$ cat src/rtl/kmeans_k2d5_centroid_update_pkg.sv
// Shared types and constants for the k=2, 5-dimension centroid update block.
// Field index k*NUM_DIMS+d addresses both the accumulators and the packed centroid buses.
package kmeans_pkg;
    localparam int NUM_CENTROIDS = 2;
    localparam int NUM_DIMS      = 5;
    localparam int NUM_FIELDS    = NUM_CENTROIDS * NUM_DIMS;
    localparam int IDX_W         = 4;

    localparam int DEF_W  = 8;
    localparam int DEF_N  = 8;
    localparam int DEF_SW = DEF_W + DEF_N + 1;
    localparam int DEF_CW = DEF_N + 1;

    localparam logic [IDX_W-1:0] FIRST_K1_IDX = IDX_W'(NUM_DIMS);
    localparam logic [IDX_W-1:0] LAST_IDX     = IDX_W'(NUM_FIELDS - 1);

    typedef enum logic [2:0] {
        S_IDLE,
        S_ACC,
        S_DIV_LOAD,
        S_DIV_RUN,
        S_DONE
    } state_t;

    function automatic int field_lsb(input logic [IDX_W-1:0] idx, input int w);
        return int'(idx) * w;
    endfunction
endpackage

$ cat src/rtl/kmeans_k2d5_centroid_update_divider.sv
// Restoring unsigned divider, one quotient bit per cycle, SW cycles after start.
// done pulses on the final step; quotient is valid in that same cycle.
module kmeans_seq_divider #(
    parameter int SW = 17,
    parameter int CW = 9,
    parameter int QW = SW
) (
    input  logic          clk,
    input  logic          rst,
    input  logic          start,
    input  logic [SW-1:0] dividend,
    input  logic [CW-1:0] divisor,
    output logic          done,
    output logic [QW-1:0] quotient
);
    localparam int STW = $clog2(SW + 1);

    logic [SW-1:0]  quo_q;
    logic [CW:0]    rem_q;
    logic [CW-1:0]  dvs_q;
    logic [STW-1:0] step_q;
    logic           run_q;

    logic [CW+1:0]  trial;
    logic [CW+1:0]  diff;
    logic           ge;
    logic [SW-1:0]  quo_nxt;

    // The spare remainder bit keeps every bit of trial/diff meaningful.
    assign trial   = {rem_q, quo_q[SW-1]};
    assign diff    = trial - {2'b00, dvs_q};
    assign ge      = trial >= {2'b00, dvs_q};
    assign quo_nxt = {quo_q[SW-2:0], ge};

    assign done     = run_q && (step_q == STW'(1));
    assign quotient = quo_nxt[QW-1:0];

    always_ff @(posedge clk or negedge rst) begin
        if (!rst) begin
            quo_q  <= '0;
            rem_q  <= '0;
            dvs_q  <= '0;
            step_q <= '0;
            run_q  <= 1'b0;
        end else if (start) begin
            quo_q  <= dividend;
            rem_q  <= '0;
            dvs_q  <= divisor;
            step_q <= STW'(SW);
            run_q  <= 1'b1;
        end else if (run_q) begin
            quo_q  <= quo_nxt;
            rem_q  <= ge ? diff[CW:0] : trial[CW:0];
            step_q <= step_q - STW'(1);
            if (step_q == STW'(1))
                run_q <= 1'b0;
        end
    end
endmodule

$ cat src/rtl/kmeans_k2d5_centroid_update.sv
// Accumulates per-centroid sums/counts over a pass, then divides to form new centroids.
// Optional KMEANS_CENTROID_ROUND_EN: round-half-up mean instead of truncation.
module kmeans_k2d5_centroid_update
    import kmeans_pkg::*;
#(
    parameter int input_data_width         = DEF_W,
    parameter int input_data_qty_bit_width = DEF_N,
    parameter int sum_width                = input_data_width + input_data_qty_bit_width + 1,
    parameter int cnt_width                = input_data_qty_bit_width + 1
) (
    input  logic                             clk,
    input  logic                             rst,
    input  logic                             start,
    input  logic                             in_valid,
    input  logic                             in_last,
    input  logic                             in_sel,
    input  logic [input_data_width-1:0]      in_d0,
    input  logic [input_data_width-1:0]      in_d1,
    input  logic [input_data_width-1:0]      in_d2,
    input  logic [input_data_width-1:0]      in_d3,
    input  logic [input_data_width-1:0]      in_d4,
    input  logic [NUM_FIELDS*input_data_width-1:0] old_k,
    output logic [NUM_FIELDS*input_data_width-1:0] new_k,
    output logic                             busy,
    output logic                             done
);
    localparam int W  = input_data_width;
    localparam int SW = sum_width;
    localparam int CW = cnt_width;

    state_t           state_q, state_d;
    logic [SW-1:0]    sum_q [NUM_FIELDS];
    logic [CW-1:0]    cnt_q [NUM_CENTROIDS];
    logic [IDX_W-1:0] idx_q;
    logic             done_q;

    logic [W-1:0]     din [NUM_DIMS];
    logic             cur_k;
    logic [CW-1:0]    cur_cnt;
    logic [SW-1:0]    div_dividend;
    logic             div_start;
    logic             div_done;
    logic [W-1:0]     div_quo;

    assign din[0] = in_d0;
    assign din[1] = in_d1;
    assign din[2] = in_d2;
    assign din[3] = in_d3;
    assign din[4] = in_d4;

    assign cur_k   = (idx_q >= FIRST_K1_IDX);
    assign cur_cnt = cnt_q[cur_k];

`ifdef KMEANS_CENTROID_ROUND_EN
    assign div_dividend = sum_q[idx_q] + SW'(cur_cnt >> 1);
`else
    assign div_dividend = sum_q[idx_q];
`endif

    kmeans_seq_divider #(
        .SW (SW),
        .CW (CW),
        .QW (W)
    ) u_div (
        .clk      (clk),
        .rst      (rst),
        .start    (div_start),
        .dividend (div_dividend),
        .divisor  (cur_cnt),
        .done     (div_done),
        .quotient (div_quo)
    );

    always_comb begin
        state_d   = state_q;
        div_start = 1'b0;
        case (state_q)
            S_IDLE:     if (start) state_d = S_ACC;
            S_ACC:      if (in_valid && in_last) state_d = S_DIV_LOAD;
            S_DIV_LOAD: begin
                div_start = 1'b1;
                state_d   = S_DIV_RUN;
            end
            S_DIV_RUN:  if (div_done) state_d = (idx_q == LAST_IDX) ? S_DONE : S_DIV_LOAD;
            S_DONE:     state_d = S_IDLE;
            default:    state_d = S_IDLE;
        endcase
    end

    assign busy = (state_q == S_ACC) || (state_q == S_DIV_LOAD) || (state_q == S_DIV_RUN);
    assign done = done_q;

    always_ff @(posedge clk or negedge rst) begin
        if (!rst) begin
            state_q <= S_IDLE;
            idx_q   <= '0;
            done_q  <= 1'b0;
            new_k   <= '0;
            for (int i = 0; i < NUM_FIELDS; i++) sum_q[i] <= '0;
            for (int k = 0; k < NUM_CENTROIDS; k++) cnt_q[k] <= '0;
        end else begin
            state_q <= state_d;
            // Registered so done lands one cycle after the DONE state is entered.
            done_q  <= (state_q == S_DONE);
            if (state_q == S_IDLE && start) begin
                idx_q <= '0;
                for (int i = 0; i < NUM_FIELDS; i++) sum_q[i] <= '0;
                for (int k = 0; k < NUM_CENTROIDS; k++) cnt_q[k] <= '0;
            end else if (state_q == S_ACC && in_valid) begin
                for (int d = 0; d < NUM_DIMS; d++)
                    sum_q[int'(in_sel)*NUM_DIMS + d] <= sum_q[int'(in_sel)*NUM_DIMS + d] + SW'(din[d]);
                cnt_q[in_sel] <= cnt_q[in_sel] + CW'(1);
            end
            if (state_q == S_DIV_RUN && div_done) begin
                // Empty cluster keeps its previous centroid; divider still runs for fixed latency.
                if (cur_cnt == '0)
                    new_k[field_lsb(idx_q, W) +: W] <= old_k[field_lsb(idx_q, W) +: W];
                else
                    new_k[field_lsb(idx_q, W) +: W] <= div_quo;
                idx_q <= idx_q + IDX_W'(1);
            end
        end
    end
endmodule
$ cat config.mk
export PLATFORM = sky130hd
export DESIGN_NAME = kmeans_k2d5_centroid_update
export DESIGN_NICKNAME = d
export VERILOG_FILES = /design/src/rtl/kmeans_k2d5_centroid_update_pkg.sv /design/src/rtl/kmeans_k2d5_centroid_update_divider.sv /design/src/rtl/kmeans_k2d5_centroid_update.sv
export SDC_FILE = /design/constraint.sdc
export NUM_CORES = 1
export LEC_CHECK = 0
export ABC_AREA = 1
export BUFFER_PORTS_ARGS = -buffer_cell sky130_fd_sc_hd__buf_4
export CAP_MARGIN = 20
export CORE_ASPECT_RATIO = 1.5
export CORE_MARGIN = 2
export CORE_UTILIZATION = 45
export DETAILED_ROUTE_END_ITERATION = 10
export GPL_ROUTABILITY_DRIVEN = 0
export PLACE_DENSITY_LB_ADDON = 0.3
export SLEW_MARGIN = 20
export SYNTH_ARGS = -nofsm -noshare
export SYNTH_HDL_FRONTEND = slang
export SYNTH_SLANG_ARGS = --single-unit
$ cat constraint.sdc
create_clock -name clk -period 2.85 [get_ports clk]
set_input_delay 0.1425 -clock clk [delete_from_list [all_inputs] [get_ports clk]]
set_output_delay 0.1425 -clock clk [all_outputs]
set_load 0.1 [all_outputs]
* Yosys cells after proc, flatten, opt, wreduce, memory -nomap -nowiden *
Cells that the tools add are included.

word-level totals
  register bits = 318
  bits of input ports = 126
  output and inout bits = 82
  word-level logic and storage cells = 159

cells by class
  add/sub/neg operators = 14
  multiply operators = 1
  order comparisons = 16
  eq/ne operators = 9
  shifts and indexed selects = 4
  muxes and demuxes = 67
  bitwise logic cells = 8
  reduce and logical (&&, ||, !) cells = 19

operators with widths
  kind                                                   number
  bitwise mux 170 bit                                    5
  binary-select mux 17 bit (select 4 bit)                6
  demux 17 bit (select 4 bit)                            5
  two-way mux 170 bit                                    2
  two-way mux 17 bit                                     19
  bitwise mux 80 bit                                     2
  >= comparator 32 x 5 -> 1 bit, second input constant   5
  < comparator 32 x 1 -> 1 bit, second input constant    5
  indexed part select 8 x 33 -> 80 bit                   2
  NOT 32 bit                                             4
  adder 17 x 8 -> 17 bit                                 5
  two-way mux 80 bit                                     1
  variable shift 8 x 33 -> 80 bit, first input constant  1
  indexed part select 80 x 8 -> 8 bit                    1
  adder 32 x 3 -> 32 bit, second input constant          2
  two-way mux 9 bit                                      7
  two-way mux 18 bit                                     2
  negator 7 -> 33 bit                                    1
  adder 32 x 2 -> 32 bit, second input constant          1
  NOT 5 -> 32 bit                                        1
  two-way mux 10 bit                                     3
  bitwise mux 18 bit                                     1
  two-way mux 3 bit                                      4
  one-hot mux 3 bit (4 select lines)                     1
  29 further kinds                                       52

* Longest topological paths before layout *
Gate-level depths: netlist of the first run.

  depth after elaboration = 13
  gate-level depth with buffers = 20
  depth with buffers taken out = 15

* Cells and area by module *
From an unflattened synthesis of the first run, not the netlist that was laid out.

unflattened totals
  cells, all modules = 2927
  area, all modules = 20439.6 µm²

modules (own cells, without submodules)
  module                       instances  cells each  area an instance (µm²)  seq. area each (µm²)
  kmeans_k2d5_centroid_update  1          2611        17961.0                 6906.6
  kmeans_seq_divider           1          316         2478.6                  1051.0

* Least setup slack after synthesis of the first run *
No wires, ideal clock.

  path kind = in2reg
  start point = input in_sel
  end point = register sum_q[10] in the netlist's numbering
  library setup time = 0.130 ns
  data arrival time = 3.027 ns
  required time = 2.720 ns
  path slack = -0.307 ns
  stages on the path = 17
  path buffers = 6
  cells stage by stage = buf_2 -> buf_2 -> buf_2 -> buf_2 -> buf_2 -> clkbuf_1 -> nand2_1 -> o21ai_0 -> ha_1 -> inv_1 -> fa_1 -> o21ai_0 -> a21oi_1 -> o21ai_1 -> nand3_1 -> nand3_1 -> o21ai_0

between the ends
  longest elaborated chain between the ends = 13
  elaborated cells between the ends (all ways) = 62
  classes of those cells = 9 x add/sub; 1 x mul; 10 x order compare; 32 x mux; 5 x bitwise; 5 x reduce/logical

ends and longest elaborated chain
  what                                                                           RTL line                            source
  start: declaration                                                             kmeans_k2d5_centroid_update.sv:16   input logic in_sel,
  multiplier 1 x 3 -> 4 bit *                                                    kmeans_k2d5_centroid_update.sv:111  sum_q[int'(in_sel)*NUM_DIMS + d] <= sum_q[int'(in_sel)*NUM_DIMS + d] + SW'(din[d]);
  adder 32 x 2 -> 32 bit or NOT 32 bit (tied branches)                           kmeans_k2d5_centroid_update.sv:111
  NOT 32 bit (implied by the code) (tied with other cells)                       kmeans_k2d5_centroid_update.sv:111
  binary-select mux 17 bit (select 4 bit) (tied with other cells)                kmeans_k2d5_centroid_update.sv:111
  two-way mux 17 bit (implied by the code) or logical AND 1 bit (tied branches)  kmeans_k2d5_centroid_update.sv:111
  two-way mux 17 bit (implied by the code) (tied with other cells)               kmeans_k2d5_centroid_update.sv:111
  adder 17 x 8 -> 17 bit (tied with other cells)                                 kmeans_k2d5_centroid_update.sv:111
  bitwise mux 170 bit (3 in a row)                                               kmeans_k2d5_centroid_update.sv:111
  bitwise mux 170 bit *                                                          kmeans_k2d5_centroid_update.sv:111
  two-way mux 170 bit *                                                          kmeans_k2d5_centroid_update.sv:109  end else if (state_q == S_ACC && in_valid) begin
  two-way mux 170 bit *                                                          kmeans_k2d5_centroid_update.sv:105  if (state_q == S_IDLE && start) begin
  end signal: indexed assignment                                                 kmeans_k2d5_centroid_update.sv:111
  end: declaration                                                               kmeans_k2d5_centroid_update.sv:32   logic [SW-1:0] sum_q [NUM_FIELDS];

Mark *: on every way between the ends. The rest lies on a longest branch, timed or not. The select of a mux whose other input is x is not followed.
A chain may end at the register's enable or synchronous reset.

* Worst setup path in the final report of the first run *
  start point = register idx_q[0]
  end point = register new_k[56]

between the ends
  longest elaborated chain between the ends = 7
  elaborated cells between the ends (all ways) = 14
  classes of those cells = 1 x add/sub; 1 x order compare; 4 x shift; 6 x mux; 1 x bitwise; 1 x reduce/logical

ends and longest elaborated chain
  what                                                                         RTL line                            source
  start: declaration                                                           kmeans_k2d5_centroid_update.sv:34   logic [IDX_W-1:0] idx_q;
  start signal: assignment                                                     kmeans_k2d5_centroid_update.sv:120  idx_q <= idx_q + IDX_W'(1);
  branches (longest 6 deep; another with indexed part select 80 x 8 -> 8 bit)  --
  two-way mux 80 bit *                                                         kmeans_k2d5_centroid_update.sv:116  if (cur_cnt == '0)
  end signal: indexed assignment                                               kmeans_k2d5_centroid_update.sv:117  new_k[field_lsb(idx_q, W) +: W] <= old_k[field_lsb(idx_q, W) +: W];
  end signal: indexed assignment                                               kmeans_k2d5_centroid_update.sv:119  new_k[field_lsb(idx_q, W) +: W] <= div_quo;
  end: declaration                                                             kmeans_k2d5_centroid_update.sv:23   output logic [NUM_FIELDS*input_data_width-1:0] new_k,

Mark *: on every way between the ends. The select of a mux whose other input is x is not followed.

==> results of run 1 <==
[sequential cells by signal, summed over array words and instances, names as in the netlist]
signal and count:
sum_q 170, u_div.run_q 1, u_div.dvs_q 9, cnt_q 18
u_div.quo_q 17, u_div.rem_q 10, done 1, idx_q 4
state_q 3, u_div.step_q 5, new_k 80
[cells in the final DEF (no fill, tap or decap), types with 3 or more instances in the layout]
cell type        n
fa_1             6
bufinv_16        3
o21ai_0        270
ha_1            58
a31oi_1          7
clkbuf_16       35
nand4_1         51
xnor2_1         18
clkbuf_1         9
buf_4          273
o21ai_2          3
o211ai_1        20
clkbuf_8         3
nor3_2           4
dfrtp_1        316
clkinv_2         5
xor2_1          28
nor3_1          26
nand3b_1         9
nor2_2           4
nor2_1         128
nand2_1        858
o21ai_1         18
buf_12          11
inv_2            8
nand3_1        348
o21a_1           4
dlygate4sd3_1    3
a21o_1           3
o22ai_1         82
or2_2           13
a21oi_1        145
o21bai_1         8
inv_1          319
[timing repair]
item,4_1_cts,5_1_grt
resized for setup,0,0
hold endpoints to repair,70,0
hold buffers,3,0
[cell type report]
cell class | instances | area, um^2
clock buffers | 47 | 951
fillers | 4276 | 20900
inverters | 328 | 1230
repair buffers | 288 | 2310
well taps | 582 | 728
clock inverters | 12 | 148
flip-flops and latches | 318 | 7960
multi-input cells | 2131 | 10600
[routing by layer]
layer	GRT usage, %	wire [um]	vias up	part of all wire [%]
met5	0	0	-	0
met4	18.9	4670	0	6.7
met3	3.61	4620	241	6.6
met2	50.6	34800	998	50
met1	34.1	25700	10100	37
li1	-	-	9993	-
[through the flow]
step	setup WS (ps)	hold WS [ps]	instances
after global placement	216	94.8	3644
after detailed placement	123	94.6	3644
after CTS	282	9.28	3706
final	227	20.1	3706
after global routing	10.9	41.2	3706
after floorplan	20.0	-153	2936
[power by group through the flow]
stage          Sequential (mW)  Clock [mW]  Combinational, mW
2_1_floorplan             8.98           0               10.2
3_3_place_gp              7.30           0               16.6
3_5_place_dp              7.36           0               17.0
4_1_cts                   7.29        4.56               17.1
5_1_grt                   7.49        4.74               18.9
6_report                  7.34        4.51               17.3
[worst paths after layout]
path / startpoint / endpoint / slack (ps) / depth (start not counted)
worst max-delay path: idx_q[0]$_DFFE_PN0P_ / new_k[56]$_DFFE_PN0P_ / 230 / 13
worst min-delay path: in_d3[0] / sum_q[102]$_DFFE_PN0P_ / 20 / 4
worst max register to register: idx_q[0]$_DFFE_PN0P_ / new_k[56]$_DFFE_PN0P_ / 230 / 13
worst min register to register: new_k[21]$_DFFE_PN0P_ / new_k[21]$_DFFE_PN0P_ / 480 / 2
max in group asynchronous: rst / u_div.dvs_q[4]$_DFFE_PN0P_ / 1760 / 3
min in group asynchronous: rst / new_k[75]$_DFFE_PN0P_ / 130 / 2
[cells by family after synthesis]
logic type | after synthesis | synth area share (%)
xor+xnor | 46 | 1.97
fa+ha+maj | 64 | 4.15
simple gates | 1451 | 30.4
compound gates | 570 | 15.1
buf+inv | 487 | 9.37
flops | 318 | 39.0
[worst max-delay path, delay by kind of cell (launching register included)]
family          cells  cell delay (ps)
compound gates      1              160
fa+ha+maj           1              170
buf+inv             3              440
flops               1              510
simple gates        8             1280
==> summary.txt, run 1 <==
Final Util -> 53.4%
post-synth net total -> 3126
antenna violations before repair -> 0
largest cells by area after synthesis -> dfrtp_1, nand2_1, nand3_1
first-pass GRT wire length -> 110 mm
critical setup path kind -> register to register
Post-synth ARST share -> 100%
Final Setup Violations -> 0
CTS H-Tree Depth -> 2
I/O pin total -> 208
Critical Path Slowest Stage Cell -> dfrtp_4
fin area -> 23900 um^2
cell internal pwr -> 13.9 mW
most frequent cell after synthesis -> nand2_1
RSZ-0062 raised after global routing -> false
Post-synth top cells -> nand2_1, nand3_1, inv_1, dfrtp_1, o21ai_0
sw frac -> 52.5%
Post-route DRC -> 0
FF+latch count, synth -> 318
port bufs -> 207
headroom to the max-slew limit -> 41.6%
DR pass1 iterations -> 6
final hold violation count -> 0
max_cap viols -> 0
Tightest Pin Transition -> 874 ps
CTS tree -> done
Worst path most repeated cell -> nand2_1
clock sinks -> 318
WP data required -> 3310 ps
Leak -> 11.6 nW
CP Cell Sequence -> inv_2, ha_1, inv_1, nand2_1, nand3_2, nand2_1, o21ai_1, nor2_1, nand3_2, buf_12, nand2_1, nand3_1, nand2_1
Synth top area share -> 39.0%
worst stage delay on the critical path -> 510 ps
Total GRT Usage -> 29.4%
Reg power frac -> 25.2%
CTS Root Cell -> clkbuf_16
Yosys cell types -> 44
NetSw -> 15.3 mW
Detailed Route WL -> 69.8 mm
Tmin final -> 2620 ps
# diodes -> 0
DPL Wire Length -> 50.4 mm
num rows -> 95
post-synthesis sequential area ratio -> 39.0%
setup bufs post-CTS -> 0
Clk Latency, worst-skew pair -> 540 ps
Worst Setup End Kind -> register
Initial Util -> 45.5%
Core ar. -> 44800 um^2
Via density -> 5.74
final slew viol count -> 0
cell area after synthesis -> 20400 um^2
ys flop type -> dfrtp_1
gate count after technology mapping -> 2936
area leader, netlist -> dfrtp_1
HP Class -> input port to register
Max Clock Freq -> 381 MHz
Num CTS Buffers -> 34
clock skew -> 22.5 ps
share of post-route cells with drive strength above 1 -> 12.2%
Final Net Count -> 3291
period utilization -> 92.0%
1st-iter DRT viols -> 2093
Area Overhead vs Synth -> 17.2%
Syn. warnings -> 0
outcome -> completed
CP Launch Type -> register
Routed Antenna Nets -> 0
CTS Buffer Depth -> 3
WL per Instance -> 18.8 um
vias in the first global route -> 21000
Die Span X -> 178 um
Arr. time, crit path -> 3080 ps
Gate power share -> 59.4%
DR vias -> 21300
clock power share -> 15.5%
die height -> 265 um
clk slew on worst S/H paths -> 60 ps
Design Power -> 29.2 mW
gr ovfl total -> 0
Pwr Density -> 1220 nW/um^2
critical path fanouts, max -> 27
area of the die -> 47100 um^2
maximum VDD drop -> 0.861 mV
largest net degree at the start of global routing -> 124
Placement Cell Area -> 22800 um^2
number of flops mapped to enable cells by yosys -> 0
syn avg cell area -> 6.95 um^2
Fin Setup TNS -> 0 ps
Note: power is estimated with default switching activity, not from simulation.
==> run 2: changes to the inputs <==
SYNTH_HIERARCHICAL = 1   (was default)
==> run 2 against run 1 <==
  * Count of clock-buffer cells in the layout shrank 4
  * Cell count rose by 0.24%
  * Non-clock buffer count increased by 19
==> summary.txt, run 2 <==
outcome -> completed
Detailed Route WL -> 67.4 mm (-3.5%)
Synth top area share -> 38.9% (-0.067 points)
Post-route DRC -> 0 (unchanged)
first-pass GRT wire length -> 106 mm (-3.3%)
RSZ-0062 raised after global routing -> false
cell area after synthesis -> 20400 um^2 (+0.17%)
CTS tree -> done
CTS Root Cell -> clkbuf_16
Worst Setup End Kind -> register
post-synthesis sequential area ratio -> 38.9% (-0.067 points)
clk slew on worst S/H paths -> 70 ps (about the same)
critical path fanouts, max -> 8 (-70%)
most frequent cell after synthesis -> nand2_1
Core ar. -> 44800 um^2 (unchanged)
maximum VDD drop -> 0.682 mV (-21%)
area leader, netlist -> dfrtp_1
Arr. time, crit path -> 3050 ps (-30 ps)
fin area -> 24000 um^2 (+0.33%)
num rows -> 95 (unchanged)
Hold Path Stages -> 4 (unchanged)
min-delay src -> in_d2[1]
Max Clock Freq -> 389 MHz (+2.1%)
Register Area -> 7960 um^2 (unchanged)
Area Overhead vs Synth -> 17.4%
area of the die -> 47200 um^2 (+0.17%)
headroom to the max-slew limit -> 36.2% (-5.4 points)
Tmin final -> 2570 ps (-53.5 ps)
CTS H-Tree Depth -> 1 (-1)
Reg-to-Reg End -> sum_q[135]$_DFFE_PN0P_
critical setup path kind -> register to register
Final Setup Violations -> 0 (unchanged)
I/O pin total -> 208 (unchanged)
period utilization -> 90.2% (-1.9 points)
Syn. warnings -> 6 (+6)
# diodes -> 0 (unchanged)
most common cell after layout, fill and taps aside -> nand2_1
Tightest Pin Transition -> 956 ps (+81.3 ps)
port bufs -> 207 (unchanged)
die height -> 265 um (about the same)
1st-iter DRT viols -> 1886 (-9.9%)
met3 usage -> 2.79% (-0.83 points)
Reg with most FFs -> sum_q
max_cap viols -> 0 (unchanged)
DR pass1 iterations -> 9 (+3)
gate count after technology mapping -> 2927 (-0.31%)
Fin Setup TNS -> 0 ps (unchanged)
WHS Endpoint -> sum_q[120]$_DFFE_PN0P_
Hold WS -> 19.1 ps (-0.994 ps)
gr ovfl total -> 0 (unchanged)
Most Crowded Layer GR -> met2
Placement Cell Area -> 22900 um^2 (+0.29%)
final slew viol count -> 0 (unchanged)
ys flop type -> dfrtp_1
clock skew -> 23.1 ps (+0.660 ps)
Post-synth top cells -> nand2_1, nand3_1, inv_1, dfrtp_1, o21ai_0
Clk Latency, worst-skew pair -> 600 ps (+60 ps)
CTS Buffer Depth -> 3 (unchanged)
most frequent cells in the layout -> nand2_1, nand3_1, inv_1, dfrtp_1, buf_4
Yosys cell types -> 48 (+9.1%)
R2R setup slack -> 280 ps (+50 ps)
antenna violations before repair -> 0 (unchanged)
Post-synth ARST share -> 100% (unchanged)
startpoint of the worst-slack reg-to-reg timing path -> sum_q[119]$_DFFE_PN0P_
max reg flops -> 170 (unchanged)
WL per Instance -> 18.1 um (-3.7%)
DR vias -> 20800 (-2.2%)
share of post-route cells with drive strength above 1 -> 12.8% (+0.64 points)
syn avg cell area -> 6.98 um^2 (+0.48%)
DPL Wire Length -> 48.8 mm (-3.0%)
Via density -> 5.61 (-2.4%)
FILL cells -> 4305 (+0.68%)
met2 usage -> 50.6% (unchanged)
Initial Util -> 45.6% (+0.078 points)
Routed Antenna Nets -> 0 (unchanged)
Multi-input gate area -> 10500 um^2 (-0.41%)
largest cells by area after synthesis -> dfrtp_1, nand2_1, nand3_1
largest net degree at the start of global routing -> 126 (+1.6%)
Leak -> 11.9 nW (+2.5%)
Final Util -> 53.6% (+0.18 points)
vias in the first global route -> 20800 (-0.87%)
Die Span X -> 178 um (about the same)
post-synth net total -> 3119 (-0.22%)
HP Class -> input port to register
CP Launch Type -> register
final hold violation count -> 0 (unchanged)
clock sinks -> 318 (unchanged)
Pwr Density -> 1200 nW/um^2 (-1.2%)
FF+latch count, synth -> 318 (unchanged)
number of flops mapped to enable cells by yosys -> 0 (unchanged)
crit path from -> sum_q[119]$_DFFE_PN0P_
biggest regs -> sum_q x170, new_k x80, cnt_q x18
setup bufs post-CTS -> 0 (unchanged)
met1 usage -> 32.4% (-1.7 points)
Final Net Count -> 3303 (+0.36%)
Num CTS Buffers -> 31 (-8.8%)
Total GRT Usage -> 28.2% (-1.2 points)
R2R depth -> 12 (-1)
WP data required -> 3330 ps (+20 ps)
==> run 2: changes by cell type after synthesis, sizes merged, moves of 9 or more <==
cell,change
inv,+9
o21ai,-11
o221ai,+10
nand2,+64
a21oi,-22
nor3,-12
nand3b,+9
nand4,-20
nor2,-12
==> run 2: how the worst max path moves through the flow <==
stage | depth (start not counted) | endpoint | slack (ps)
CTS | 12 | sum_q[84]$_DFFE_PN0P_ | 270
floorplan | 16 | sum_q[59]$_DFFE_PN0P_ | 8
global placement | 12 | sum_q[129]$_DFFE_PN0P_ | 120
detailed placement | 12 | sum_q[135]$_DFFE_PN0P_ | 110
global route | 12 | sum_q[133]$_DFFE_PN0P_ | 60
finish | 12 | sum_q[135]$_DFFE_PN0P_ | 280
==> run 2: cells by family after synthesis <==
group / share of synthesized area [%]
AOI/OAI and AO/OA: 14.4
xor gates and xnor gates: 2.01
adders and majority gates: 4.26
buffers and inverters: 9.71
DFF: 38.9
muxes: 0.147
and+or+nand+nor: 30.6
==> run 2: report_power, final <==
part	total [mW]	internal [mW]	switching [mW]	leakage, nW
Clock	4.31	2.44	1.87	0.509
Combinational	17.5	5.23	12.2	7.51
Sequential	7.15	6.07	1.07	3.85
Total	28.9	13.7	15.2	11.9
==> run 2: area by class of cell <==
type | instances | share of cell area, %
Clock buffer | 43 | 3.71
Clock inverter | 12 | 0.615
Inverter | 337 | 5.28
Multi-Input combinational cell | 2116 | 43.9
Sequential cell | 318 | 33.2
Tap cell | 582 | 3.03
Timing Repair Buffer | 307 | 10.3
==> run 2: layer usage <==
layer	up-vias	wire length, um
met5	-	0
met4	0	3860
met3	233	3820
met2	863	34100
met1	9823	25600
li1	9904	-
==> run 2: worst max-delay path: stages, from the launching register on <==
cell and delay [ps]:
dfrtp_1 320, inv_1 60, o21ai_0 160, ha_1 250
fa_1 230, nand3_1 90, nand2_1 100, a21boi_0 90
buf_4 160, o21ai_1 530, nand4_1 220, nand3_1 160
nand2_1 70
==> run 2: repair_timing <==
action	4_1_cts	5_1_grt
endpoints found under the hold margin	98	0
hold buffers	10	0
setup endpoints to repair	0	1
resized for setup	0	1
==> run 2: stage by stage <==
step / setup slack [ps] / power, mW / cells
after floorplan: 7.53 / 19.3 / 2927
after global placement: 124 / 23.9 / 3650
final: 280 / 28.9 / 3715
after CTS: 266 / 28.7 / 3715
after detailed placement: 112 / 24.3 / 3650
after global routing: 60.2 / 30.9 / 3715
